<file path="config.mk">
export PLATFORM = sky130hd
export DESIGN_NAME = arb_perf_flat
export DESIGN_NICKNAME = d
export VERILOG_FILES = /design/src/rtl/arb_perf_if.sv /design/src/rtl/arb_perf.sv /design/src/flat_wrapper.sv
export SDC_FILE = /design/constraint.sdc
export NUM_CORES = 1
export LEC_CHECK = 0
export ABC_CLOCK_PERIOD_IN_PS = 3100
export CAP_MARGIN = 40
export CORE_MARGIN = 4
export CORE_UTILIZATION = 45
export CTS_CLUSTER_DIAMETER = 150
export DETAILED_ROUTE_END_ITERATION = 8
export PLACE_DENSITY = 0.88
export SLEW_MARGIN = 20
export SYNTH_ARGS = -nofsm -noshare
export SYNTH_HDL_FRONTEND = slang
export SYNTH_SLANG_ARGS = --single-unit
</file>
<file path="constraint.sdc">
create_clock -name clk -period 3.1 [get_ports clk]
set_clock_uncertainty 0.2 [all_clocks]
set_input_delay 0.775 -clock clk [delete_from_list [all_inputs] [get_ports clk]]
set_output_delay 0.775 -clock clk [all_outputs]
set_load 0.02 [all_outputs]
</file>
<file path="src/rtl/arb_perf_if.sv">
// Request/grant/data bundle between the two switch interfaces, the arbiter
// and the selector path; the arbiter takes the slave view.
interface arb_perf_if #(
  parameter int W = 4
);
  logic         req_a;
  logic         req_b;
  logic [W-1:0] data_a;
  logic [W-1:0] data_b;
  logic         grant_a;
  logic         grant_b;
  logic         en;
  logic         sel;
  logic [W-1:0] out_data;
  logic         busy;

  modport slave (
    input  req_a, req_b, data_a, data_b,
    output grant_a, grant_b, en, sel, out_data, busy
  );

  modport master (
    output req_a, req_b, data_a, data_b,
    input  grant_a, grant_b, en, sel, out_data, busy
  );
endinterface

</file>
<file path="src/rtl/arb_perf.sv">
// Two-requester arbiter driving the shared selector path enable/select with a
// bounded grant and a turnaround gap. Define ARB_RR_EN for round-robin ties;
// otherwise A always wins ties.
module arb_perf #(
  parameter int HOLD = 8,
  parameter int W    = 4
) (
  input  logic       clk,
  input  logic       reset_n,
  arb_perf_if.slave  bus
);
  localparam int            CW     = $clog2(HOLD + 1);
  localparam logic [CW-1:0] HOLD_C = CW'(HOLD);

  typedef enum logic [1:0] {
    S_IDLE  = 2'd0,
    S_GNT_A = 2'd1,
    S_GNT_B = 2'd2,
    S_GAP   = 2'd3
  } state_t;

  state_t        r_state, w_state_nxt;
  logic [CW-1:0] r_cnt, w_cnt_nxt;
  logic          r_last, w_last_nxt;
  logic          r_sel, w_sel_nxt;
  logic          r_grant_a, r_grant_b, r_en, r_busy;
  logic          w_tie_b;

  // next-state, hold counter and round-robin pointer
  always_comb begin
    w_state_nxt = r_state;
    w_cnt_nxt   = r_cnt;
    w_last_nxt  = r_last;
    w_sel_nxt   = r_sel;
`ifdef ARB_RR_EN
    w_tie_b     = ~r_last;
`else
    w_tie_b     = 1'b0;
`endif
    case (r_state)
      S_IDLE: begin
        if (bus.req_a && (!bus.req_b || !w_tie_b)) begin
          w_state_nxt = S_GNT_A;
          w_cnt_nxt   = CW'(1);
          w_last_nxt  = 1'b0;
          w_sel_nxt   = 1'b0;
        end else if (bus.req_b) begin
          w_state_nxt = S_GNT_B;
          w_cnt_nxt   = CW'(1);
          w_last_nxt  = 1'b1;
          w_sel_nxt   = 1'b1;
        end
      end
      S_GNT_A: begin
        if (!bus.req_a || r_cnt == HOLD_C) w_state_nxt = S_GAP;
        else                               w_cnt_nxt   = r_cnt + CW'(1);
      end
      S_GNT_B: begin
        if (!bus.req_b || r_cnt == HOLD_C) w_state_nxt = S_GAP;
        else                               w_cnt_nxt   = r_cnt + CW'(1);
      end
      S_GAP:   w_state_nxt = S_IDLE;
      default: w_state_nxt = S_IDLE;
    endcase
  end

  // registered state and outputs; reset drops the path with no gap cycle
  always_ff @(posedge clk) begin
    if (!reset_n) begin
      r_state   <= S_IDLE;
      r_cnt     <= '0;
      r_last    <= 1'b1;
      r_sel     <= 1'b0;
      r_grant_a <= 1'b0;
      r_grant_b <= 1'b0;
      r_en      <= 1'b0;
      r_busy    <= 1'b0;
    end else begin
      r_state   <= w_state_nxt;
      r_cnt     <= w_cnt_nxt;
      r_last    <= w_last_nxt;
      r_sel     <= w_sel_nxt;
      r_grant_a <= (w_state_nxt == S_GNT_A);
      r_grant_b <= (w_state_nxt == S_GNT_B);
      r_en      <= (w_state_nxt == S_GNT_A) || (w_state_nxt == S_GNT_B);
      r_busy    <= (w_state_nxt != S_IDLE);
    end
  end

  assign bus.grant_a  = r_grant_a;
  assign bus.grant_b  = r_grant_b;
  assign bus.en       = r_en;
  assign bus.sel      = r_sel;
  assign bus.busy     = r_busy;
  assign bus.out_data = {W{r_en}} & (r_sel ? bus.data_b : bus.data_a);
endmodule
</file>
<file path="src/flat_wrapper.sv">
// flat-port wrapper written by rule: the top's interface ports become plain ports
module arb_perf_flat 
#(
  parameter int HOLD = 8,
  parameter int W    = 4
)
  (clk, reset_n, bus_req_a, bus_req_b, bus_data_a, bus_data_b, bus_grant_a, bus_grant_b, bus_en, bus_sel, bus_out_data, bus_busy);
  arb_perf_if #(.W(W)) bus_i ();
  input  logic clk;
  input  logic reset_n;
  input wire logic [$bits(bus_i.req_a)-1:0] bus_req_a;
  input wire logic [$bits(bus_i.req_b)-1:0] bus_req_b;
  input wire logic [$bits(bus_i.data_a)-1:0] bus_data_a;
  input wire logic [$bits(bus_i.data_b)-1:0] bus_data_b;
  output wire logic [$bits(bus_i.grant_a)-1:0] bus_grant_a;
  output wire logic [$bits(bus_i.grant_b)-1:0] bus_grant_b;
  output wire logic [$bits(bus_i.en)-1:0] bus_en;
  output wire logic [$bits(bus_i.sel)-1:0] bus_sel;
  output wire logic [$bits(bus_i.out_data)-1:0] bus_out_data;
  output wire logic [$bits(bus_i.busy)-1:0] bus_busy;
  assign bus_i.req_a = bus_req_a;
  assign bus_i.req_b = bus_req_b;
  assign bus_i.data_a = bus_data_a;
  assign bus_i.data_b = bus_data_b;
  assign bus_grant_a = bus_i.grant_a;
  assign bus_grant_b = bus_i.grant_b;
  assign bus_en = bus_i.en;
  assign bus_sel = bus_i.sel;
  assign bus_out_data = bus_i.out_data;
  assign bus_busy = bus_i.busy;
  arb_perf #(.HOLD(HOLD), .W(W)) u_core (.clk(clk), .reset_n(reset_n), .bus(bus_i));
endmodule
</file>
Word level (Yosys, flattened, before mapping). Index checks and enable logic that the tools add are counted.

$add $sub $neg: 1. Equal/unequal tests: 9. Multiplexer cells: 13. Bitwise operators: 1. Reductions and logical operators: 11.

Operators with widths (count): $mux W4 (5); $pmux W4 S3 (1); $mux W2 (4); $pmux W2 S4 (1); $eq A2 B2 Y1 const B (3); $add A4 B1 Y4 const B (1); $and A4 B4 Y4 (1); $eq A2 B1 Y1 const B (2); $eq A4 B4 Y1 const B (1); $ne A2 B2 Y1 const B (2); $reduce_and A4 Y1 (1); $reduce_bool A2 Y1 (2); $logic_or A1 B1 Y1 (3); $ne A3 B3 Y1 const B (1); $reduce_bool A3 Y1 (1); $logic_not A1 Y1 (2); $logic_not A2 Y1 (1); $mux W1 (2); $reduce_and A2 Y1 (1).

Flip-flop bits (word level): 11. Input bits: 12. Output and inout bits: 9. Logic and storage cells: 42.

Logic depth before layout (Yosys ltp). Gate-level depths: netlist (run 1).

Depth in word-level cells: 6. Mapped depth: 8.

Worst setup path after synthesis (run 1). Ideal clock, no wire load.

Path type: input to register. Start point: in bus_req_a. End point: reg u_core.r_cnt[0]. Setup time: 0.116 ns. Arrival time: 2.036 ns. Required time: 2.784 ns. Path slack: 0.748 ns. Stages: 4. Path buffers: 0. Cells stage by stage: and2b_1 -> or4_4 -> or3_2 -> o211a_1.

Word-level cells in the longest chain between the ends: 4. Elaborated cells on any way between the ends: 7.

RTL lines: start, declared (line flat_wrapper.sv:11) `input wire logic [$bits(bus_i.req_a)-1:0] bus_req_a;`; $logic_not A1 Y1 (line arb_perf.sv:55) `if (!bus.req_a || r_cnt == HOLD_C) w_state_nxt = S_GAP;`; $logic_or A1 B1 Y1 (line arb_perf.sv:55); $ne A2 B2 Y1 (no line); $reduce_and A4 Y1 (no line); end signal, assigned (line arb_perf.sv:80) `r_cnt <= w_cnt_nxt;`; end, declared (line arb_perf.sv:23) `logic [CW-1:0] r_cnt, w_cnt_nxt;`.

Several ways; a longest one is shown, not always the timed one. A chain may end at the register's enable or synchronous reset.

Worst setup path in the final report (run 1).
Start point: in bus_data_a[0]. End point: out bus_out_data[0].

Word-level cells in the longest chain between the ends: 2.

RTL lines: start, declared (line flat_wrapper.sv:13) `input wire logic [$bits(bus_i.data_a)-1:0] bus_data_a;`; $mux W4 (line arb_perf.sv:95) `assign bus.out_data = {W{r_en}} & (r_sel ? bus.data_b : bus.data_a);`; $and A4 B4 Y4 (line arb_perf.sv:95); end, declared (line flat_wrapper.sv:19) `output wire logic [$bits(bus_i.out_data)-1:0] bus_out_data;`.

Every way passes these cells.

==> results.md, run 1 <==
| Quantity | Reported |
|:---|:---|
| 1st-pass router iterations | 4 |
| Flip-flop and latch count after synthesis | 11 |
| Number of instances resized during post-cts repair | 0 |
| Post-Syn Nets | 98 |
| Final Total Pwr | 0.542 mW |
| DRT Wirelength | 1430 um |
| Highest achievable clock rate | 0.332 GHz |
| I/O Pins | 21 |
| Final nets | 122 |
| Endpoints failing hold | 0 |
| Final number of max-transition violations | 0 |
| Gate power share | 46.9% |
| Layout area overhead | 34.6% |
| Width of the chip | 47.8 um |
| Result of the run | completed |
| Most frequent standard cell in the layout excluding fill and tap cells | sky130_fd_sc_hd__clkdlybuf4s50_1 |
| Synth async-reset ratio | 0% |
| Min Tclk post-route | 3.02 ns |
| Cell type with the largest total area after synthesis | sky130_fd_sc_hd__dfxtp_1 |
| Mean area per synthesized cell | 9.37 um2 |
| Area of the core region | 0.00151 mm2 |
| Kind of path behind the tightest hold check | flip-flop to flip-flop |
| Sw Pwr | 0.194 mW |
| WP data arrival | 2.04 ns |
| Clock tree root driver cell | sky130_fd_sc_hd__clkbuf_4 |
| Peak fanout along the critical path | 1 |
| Instance count of the mapped netlist | 76 |
| Number of antenna-violating nets in the routed design | 0 |
| Vias in the first global route | 552 |
| Yosys warns | 0 |
| Num rows | 14 |
| Power density over the cells | 566 mW/mm2 |
| Detailed-route wire length per cell | 12.4 um |
| Grt peak-use layer | met2 |
| Vias after detailed routing | 599 |
| DRC violation total after the first TritonRoute iteration | 7 |
| Clock slew at reported path FFs | 0.07 ns |
| ANT cells | 0 |
| Transition time at the pin with the least slew margin | 0.357 ns |
| Antenna violations before repair | 0 |
| All-Layer GR Usage | 14.4% |
| Dominant synthesized flop cell | sky130_fd_sc_hd__dfxtp_1 |
| Top library cells by usage in the layout, fill and taps aside | sky130_fd_sc_hd__clkdlybuf4s50_1, sky130_fd_sc_hd__dfxtp_1, sky130_fd_sc_hd__ha_1 |
| Number of enable-type register cells in the synthesized netlist | 0 |
| Number of I/O port buffers | 20 |
| CTS tree | yes |
| Post-layout worst setup margin | 0.0836 ns |
| Required time at the endpoint of the critical path | 2.12 ns |
| Met3 usage | 2.26% |
| Crit path capture type | primary output |
| Met2 GRT Util | 21.9% |
| Die area | 0.00228 mm2 |
| Worst setup path category | input port to primary output |
| Max-Cap Viols | 0 |
| Area fraction of the dominant cell type after synthesis | 30.9% |
| Setup violation total in the final timing report | 0 |
| Total clock buffers created by CTS | 3 |
| Number of setup buffers added after CTS | 0 |
| Final worst path period share | 97.3% |
| Global-route wire length before repair | 2270 um |
| Sink Count | 11 |
| Initial Utilization | 47.3% |
| Share of final-layout standard cells stronger than drive strength 1 | 7.07% |
| Maximum number of pins on one net before global-route repair | 14 |
| Startpoint type of the worst setup path | input port |
| Final standard cell area without fillers | 958 um2 |
| Power Internal | 0.349 mW |
| Maximum VDD drop | 0.000374 V |
| Maximum number of buffers from clock root to sink | 2 |
| Remaining Overflow, GRT | 0 |
| Setup repair after global routing missed its margin | false |
| GR met1 Demand/Resource | 18.6% |
| Switching power as a share of total power | 35.7% |
| Post-synth cell types | 28 |
| Placement Cell Area | 932 um2 |
| Die height | 47.8 um |
| Worst slack at placement | 0.0762 ns |
| Total negative slack | 0 ns |
| CTS H-tree lvls | 1 |
| Slew margin rel. | 76.2% |
| Leading cell types by total area after synthesis | sky130_fd_sc_hd__dfxtp_1, sky130_fd_sc_hd__ha_1, sky130_fd_sc_hd__mux2i_1, sky130_fd_sc_hd__and2_1, sky130_fd_sc_hd__nor2b_1 |
| Hold buffers post-CTS | 0 |
| Clock network power share | 17.7% |
| Weighted congestion reported at the end of routability-driven placement | 0.797 |
| Clock latency of the later-clocked register in the worst-skew pair | 0.26 ns |
| Portion of total power attributed to sequential cells | 35.4% |
| DRC viols | 0 |
| Portion of the post-synthesis area used by sequential elements | 30.9% |
| Post-detail-place hpwl | 1180 um |
| Leakage power | 0.413 nW |
| Via density per instance | 5.21 |
| Total standard cell area after synthesis | 712 um2 |
==> stage by stage <==
step	hold WS (ns)	util (%)	cells
global route	0.335	63.6	115
detailed placement	0.293	61.9	111
floorplan	0.264	-	76
global placement	0.281	61.9	111
finish	0.304	63.6	115
CTS	0.304	63.6	115
==> power by group through the flow <==
stage	registers, mW	logic [mW]	clock network, mW
detailed placement	0.196	0.257	0
CTS	0.193	0.258	0.102
floorplan	0.206	0.147	0
global route	0.197	0.285	0.109
global placement	0.194	0.249	0
finish	0.192	0.255	0.0959
==> flip-flops by register name, indices dropped and copies added (netlist names) <==
| signal | cells |
|---|---|
| u_core.bus.busy | 1 |
| u_core.bus.en | 1 |
| u_core.bus.grant_a | 1 |
| u_core.bus.grant_b | 1 |
| u_core.bus.sel | 1 |
| u_core.r_cnt | 4 |
| u_core.r_state | 2 |
==> routing by layer <==
layer | vias up | share of wire, %
li1 | 316 | -
met1 | 271 | 46
met2 | 10 | 50
met3 | 2 | 2.3
met4 | 0 | 1.7
met5 | - | 0
==> logic make-up after synthesis <==
logic type / count (synthesis) / synth area share (%)
simple gates: 29 / 26.0
buf+inv: 9 / 4.75
compound gates: 12 / 13.7
fa+ha+maj: 10 / 17.6
flops: 11 / 30.9
mux: 5 / 7.03
==> layout make-up <==
type / count / area (um2)
clock buffers: 4 / 26.3
fillers: 137 / 548
inverters: 7 / 26.3
multi-input cells: 56 / 458
flip-flops and latches: 11 / 220
well taps: 16 / 20.0
repair buffers: 21 / 208
==> worst max-delay path: stages <==
cell and delay [ns]:
sky130_fd_sc_hd__clkdlybuf4s50_1 0.47, sky130_fd_sc_hd__mux2i_1 0.08, sky130_fd_sc_hd__nor2b_1 0.12, sky130_fd_sc_hd__clkdlybuf4s50_1 0.60
==> cells in the mapped netlist, types with 2 or more instances <==
cell type / n
sky130_fd_sc_hd__a211o_1: 2
sky130_fd_sc_hd__a21oi_1: 2
sky130_fd_sc_hd__and2_1: 7
sky130_fd_sc_hd__clkbuf_1: 2
sky130_fd_sc_hd__dfxtp_1: 11
sky130_fd_sc_hd__ha_1: 10
sky130_fd_sc_hd__inv_1: 7
sky130_fd_sc_hd__mux2i_1: 5
sky130_fd_sc_hd__nand2_1: 3
sky130_fd_sc_hd__nand3_1: 2
sky130_fd_sc_hd__nor2b_1: 6
sky130_fd_sc_hd__nor3b_1: 3
==> worst paths after layout <==
path                           from         endpoint  slack, ns  cells past startpoint
hold / removal      u_core.r_cnt[1]  u_core.r_cnt[1]       0.30                      2
setup reg to reg  u_core.r_state[1]  u_core.r_cnt[0]       0.68                      6
hold reg to reg     u_core.r_cnt[1]  u_core.r_cnt[1]       0.30                      2
setup / recovery      bus_data_a[0]  bus_out_data[0]       0.08                      4
Power figures use the tool's default switching activity.
==> inputs of run 2 (changes only) <==
Settings changed: PLACE_DENSITY 0.88 to 0.77.
==> results.md, run 2 (synthesized netlist as in run 1, its figures left out) <==
| Quantity | Reported | Change |
|:---|:---|:---|
| Number of antenna-violating nets in the routed design | 0 | unchanged |
| Final Total Pwr | 0.552 mW | was 0.542 mW |
| Clock network power share | 17.9% | was 17.7% |
| Max-Cap Viols | 0 | unchanged |
| FF-to-FF setup slack | 0.68 ns | about the same |
| ANT cells | 0 | unchanged |
| Worst hold path depth | 2 | unchanged |
| I/O Pins | 21 | unchanged |
| Power Internal | 0.350 mW | was 0.349 mW |
| Remaining Overflow, GRT | 0 | unchanged |
| Vias after detailed routing | 626 | was 599 |
| Share of final-layout standard cells stronger than drive strength 1 | 7.07% | unchanged |
| Hold buffers post-CTS | 0 | unchanged |
| Via density per instance | 5.44 | was 5.21 |
| Final standard cell area without fillers | 958 um2 | unchanged |
| Most frequent standard cell in the layout excluding fill and tap cells | sky130_fd_sc_hd__clkdlybuf4s50_1 | unchanged |
| Final nets | 122 | unchanged |
| Antenna violations before repair | 0 | unchanged |
| Setup violation total in the final timing report | 0 | unchanged |
| Number of setup buffers added after CTS | 0 | unchanged |
| Largest registers | u_core.r_cnt x4, u_core.r_state x2 | unchanged |
| Sw Pwr | 0.203 mW | was 0.194 mW |
| All-Layer GR Usage | 14.0% | was 14.4% |
| Min Tclk post-route | 3.01 ns | was 3.02 ns |
| Max reg flops | 4 | unchanged |
| Sink Count | 11 | unchanged |
| Cell seen most often among critical-path stages | sky130_fd_sc_hd__clkdlybuf4s50_1 | unchanged |
| Crit path capture type | primary output | unchanged |
| Area of the core region | 0.00151 mm2 | unchanged |
| Total negative slack | 0 ns | unchanged |
| Gate power share | 47.1% | was 46.9% |
| Worst setup path category | input port to primary output | unchanged |
| Slew margin rel. | 75.8% | was 76.2% |
| Die height | 47.8 um | unchanged |
| Maximum number of pins on one net before global-route repair | 14 | unchanged |
| Fillers | 124 | was 137 |
| Switching power as a share of total power | 36.7% | was 35.7% |
| Peak fanout along the critical path | 1 | unchanged |
| Die area | 0.00228 mm2 | unchanged |
| Number of instances resized during post-cts repair | 0 | unchanged |
| 1st-pass router iterations | 4 | unchanged |
| Portion of total power attributed to sequential cells | 35.0% | was 35.4% |
| Placement Cell Area | 932 um2 | unchanged |
| DRC violation total after the first TritonRoute iteration | 8 | was 7 |
| Worst path cell trace | clkdlybuf4s50_1, mux2i_1, nor2b_1, clkdlybuf4s50_1 | unchanged |
| Most flops, register | u_core.r_cnt | unchanged |
| Clock slew at reported path FFs | 0.07 ns | about the same |
| Vias in the first global route | 565 | was 552 |
| Power density over the cells | 576 mW/mm2 | was 566 mW/mm2 |
| Setup repair after global routing missed its margin | false | unchanged |
| Initial Utilization | 47.3% | unchanged |
| CTS H-tree lvls | 1 | unchanged |
| Total clock buffers created by CTS | 3 | unchanged |
| Global-route wire length before repair | 2310 um | was 2270 um |
| CTS tree | yes | unchanged |
| Finished Core Util | 63.6% | unchanged |
| Number of I/O port buffers | 20 | unchanged |
| Clock latency of the later-clocked register in the worst-skew pair | 0.27 ns | was 0.26 ns |
| DRC viols | 0 | unchanged |
| Num rows | 14 | unchanged |
| Final worst path period share | 97.2% | was 97.3% |
| Highest achievable clock rate | 0.332 GHz | about the same |
| Critical-path top delay cell | sky130_fd_sc_hd__clkdlybuf4s50_1 | unchanged |
| Detailed-route wire length per cell | 13.4 um | was 12.4 um |
| Maximum VDD drop | 0.000398 V | was 0.000374 V |
| Startpoint type of the worst setup path | input port | unchanged |
| Post-detail-place hpwl | 1180 um | about the same |
| Kind of path behind the tightest hold check | flip-flop to flip-flop | unchanged |
| Maximum number of buffers from clock root to sink | 2 | unchanged |
| Top library cells by usage in the layout, fill and taps aside | sky130_fd_sc_hd__clkdlybuf4s50_1, sky130_fd_sc_hd__dfxtp_1, sky130_fd_sc_hd__ha_1 | unchanged |
| Clock tree root driver cell | sky130_fd_sc_hd__clkbuf_4 | unchanged |
| Logic depth of the worst register-to-register path | 6 | unchanged |
| Final number of max-transition violations | 0 | unchanged |
| Transition time at the pin with the least slew margin | 0.362 ns | was 0.357 ns |
| Leakage power | 0.413 nW | unchanged |
| Result of the run | completed | unchanged |
| WP data arrival | 2.04 ns | about the same |
| Weighted congestion reported at the end of routability-driven placement | 0.791 | was 0.797 |
| DRT Wirelength | 1540 um | was 1430 um |
| Worst Hold Slack | 0.308 ns | was 0.304 ns |
| Required time at the endpoint of the critical path | 2.12 ns | about the same |
| Endpoints failing hold | 0 | unchanged |
| Longest individual stage delay on the worst path | 0.61 ns | was 0.60 ns |
| Layout area overhead | 34.6% | unchanged |
| Width of the chip | 47.8 um | unchanged |
-- run 2: cell counts in the layout (fill, tap and decap cells not counted) --
No cell type changed its count.
-- run 2: worst max-delay path, delay by kind of cell --
family / cells / cell delay, ns
multiplexers: 1 / 0.07
buffers and inverters: 2 / 1.07
AND/OR/NAND/NOR: 1 / 0.12
-- run 2: final timing paths --
check | start | to
hold reg to reg | u_core.r_cnt[1] | u_core.r_cnt[1]
hold / removal | u_core.r_cnt[1] | u_core.r_cnt[1]
setup reg to reg | u_core.r_state[1] | u_core.r_cnt[0]
setup / recovery | bus_data_b[2] | bus_out_data[2]
-- run 2: layout make-up --
type | count | area, um2 | area share (%)
clock buffer | 4 | 26.3 | 2.74
timing repair buffer | 21 | 208 | 21.7
tap | 16 | 20.0 | 2.09
multi-input combinational | 56 | 458 | 47.8
sequential | 11 | 220 | 23.0
inverter | 7 | 26.3 | 2.74
-- run 2: per-layer routing --
layer  vias to the layer above  share of wire, %  GRT usage (%)
met4                         0              0.91           8.60
met1                       298                48           19.9
li1                        313                 -              -
met5                         -                 0              0
met2                        13                49           20.3
met3                         2               2.4           1.13
-- run 2: power by group through the flow --
stage | clock [mW] | combinational, mW | sequential, mW
2_1_floorplan | 0 | 0.147 | 0.206
3_3_place_gp | 0 | 0.251 | 0.195
3_5_place_dp | 0 | 0.258 | 0.196
4_1_cts | 0.102 | 0.262 | 0.193
5_1_grt | 0.106 | 0.285 | 0.198
6_report | 0.0989 | 0.260 | 0.193
-- run 2: stage by stage --
stage / std cells / worst slack [ns]
2_1_floorplan: 76 / 0.748
3_3_place_gp: 111 / 0.0952
3_5_place_dp: 111 / 0.0785
4_1_cts: 115 / 0.0743
5_1_grt: 115 / 0.0410
6_report: 115 / 0.0878
==> inputs of run 3 (changes only) <==
Settings changed: CORE_MARGIN 4 to default, MAX_ROUTING_LAYER from default to met4.
==> results.md, run 3 (synthesized netlist as in run 1, its figures left out) <==
| Quantity | Reported | Change |
|:---|:---|:---|
| All-Layer GR Usage | 19.6% | was 14.0% |
| Slew margin rel. | 74.6% | was 75.8% |
| Leakage power | 0.429 nW | was 0.413 nW |
| Clock tree root driver cell | sky130_fd_sc_hd__clkbuf_4 | unchanged |
| Peak fanout along the critical path | 1 | unchanged |
| Kind of path behind the tightest hold check | flip-flop to flip-flop | unchanged |
| Highest achievable clock rate | 0.332 GHz | about the same |
| Worst setup path category | input port to primary output | unchanged |
| Required time at the endpoint of the critical path | 2.12 ns | about the same |
| ANT cells | 0 | unchanged |
| Clock slew at reported path FFs | 0.08 ns | was 0.07 ns |
| Worst Hold Slack | 0.313 ns | was 0.308 ns |
| Layout area overhead | 34.8% | was 34.6% |
| Inst Count DP | 110 | was 111 |
| Total clock buffers created by CTS | 3 | unchanged |
| Setup repair after global routing missed its margin | false | unchanged |
| Final worst path period share | 97.1% | was 97.2% |
| Result of the run | completed | unchanged |
| Maximum number of pins on one net before global-route repair | 14 | unchanged |
| DRC violation total after the first TritonRoute iteration | 23 | was 8 |
| Number of setup buffers added after CTS | 0 | unchanged |
| Power density over the cells | 571 mW/mm2 | was 576 mW/mm2 |
| Num rows | 13 | was 14 |
| Logic depth of the worst register-to-register path | 6 | unchanged |
| Setup violation total in the final timing report | 0 | unchanged |
| Worst hold path depth | 2 | unchanged |
| CTS H-tree lvls | 1 | unchanged |
| Area of the core region | 0.00138 mm2 | was 0.00151 mm2 |
| Max reg flops | 4 | unchanged |
| Die area | 0.00175 mm2 | was 0.00228 mm2 |
| Global-route wire length before repair | 2580 um | was 2310 um |
| Width of the chip | 41.8 um | was 47.8 um |
| Sink Count | 11 | unchanged |
| Initial Utilization | 51.5% | was 47.3% |
| Number of instances resized during post-cts repair | 0 | unchanged |
| Hold buffers post-CTS | 0 | unchanged |
| Clock latency of the later-clocked register in the worst-skew pair | 0.27 ns | about the same |
| CTS tree | yes | unchanged |
| Endpoints failing hold | 0 | unchanged |
| Most flops, register | u_core.r_cnt | unchanged |
| Share of final-layout standard cells stronger than drive strength 1 | 7.07% | unchanged |
| Post-detail-place hpwl | 1160 um | was 1180 um |
| Most frequent standard cell in the layout excluding fill and tap cells | sky130_fd_sc_hd__clkdlybuf4s50_1 | unchanged |
| Maximum VDD drop | 0.000320 V | was 0.000398 V |
| Antenna violations before repair | 0 | unchanged |
| Remaining Overflow, GRT | 0 | unchanged |
| Die height | 41.8 um | was 47.8 um |
| I/O Pins | 21 | unchanged |
| Total negative slack | 0 ns | unchanged |
| Max-Cap Viols | 0 | unchanged |
| Detailed-route wire length per cell | 13.3 um | was 13.4 um |
| DRC viols | 0 | unchanged |
| Vias in the first global route | 572 | was 565 |
| Maximum number of buffers from clock root to sink | 2 | unchanged |
| Top library cells by usage in the layout, fill and taps aside | sky130_fd_sc_hd__clkdlybuf4s50_1, sky130_fd_sc_hd__dfxtp_1, sky130_fd_sc_hd__ha_1 | unchanged |
| Largest registers | u_core.r_cnt x4, u_core.r_state x2 | unchanged |
| DRT Wirelength | 1520 um | was 1540 um |
| Final standard cell count with taps included and fillers excluded | 114 | was 115 |
| Number of antenna-violating nets in the routed design | 0 | unchanged |
| Number of I/O port buffers | 20 | unchanged |
| Final nets | 122 | unchanged |
| Weighted congestion reported at the end of routability-driven placement | 0.862 | was 0.791 |
| Via density per instance | 5.26 | was 5.44 |
| Final number of max-transition violations | 0 | unchanged |
| Finished Core Util | 69.4% | was 63.6% |
| Startpoint type of the worst setup path | input port | unchanged |
| Transition time at the pin with the least slew margin | 0.380 ns | was 0.362 ns |
| Vias after detailed routing | 600 | was 626 |
| 1st-pass router iterations | 4 | unchanged |
| Crit path capture type | primary output | unchanged |
| Min Tclk post-route | 3.01 ns | about the same |
| WP data arrival | 2.03 ns | was 2.04 ns |
## run 3: worst max-delay path, cell delays in order
cell and delay [ns]:
sky130_fd_sc_hd__clkdlybuf4s50_1 0.46, sky130_fd_sc_hd__mux2i_1 0.07, sky130_fd_sc_hd__nor2b_1 0.12, sky130_fd_sc_hd__clkdlybuf4s50_1 0.61
## run 3: metrics by stage
stage	instance area [um2]	power, mW	setup WS [ns]
3_3_place_gp	931	0.444	0.0923
3_5_place_dp	931	0.451	0.0691
2_1_floorplan	712	0.353	0.748
6_report	960	0.548	0.0906
5_1_grt	960	0.590	0.0293
4_1_cts	957	0.550	0.0650
## run 3: worst paths after layout
path	start	endpoint	slack, ns
min reg2reg	u_core.r_cnt[1]	u_core.r_cnt[1]	0.31
max	bus_data_b[0]	bus_out_data[0]	0.09
max reg2reg	u_core.r_state[1]	u_core.r_cnt[2]	0.67
min	u_core.r_cnt[1]	u_core.r_cnt[1]	0.31
## run 3: power by group
part	internal (mW)	switching [mW]	leakage (nW)
logic	0.132	0.125	0.324
clock network	0.0498	0.0496	0.0150
registers	0.167	0.0250	0.0906
## run 3: routing by layer
metal,wire length [um],GRT usage (%),vias up
li1,-,-,311
met1,739,26.0,275
met2,706,29.1,12
met3,60,3.91,2
met4,11,7.74,0
met5,0,-,-
## run 3: layout make-up
class                      instances  area (um2)
multi-input combinational         56         458
sequential                        11         220
timing repair buffer              21         210
clock buffer                       4        26.3
fill                             105         423
tap                               15        18.8
inverter                           7        26.3
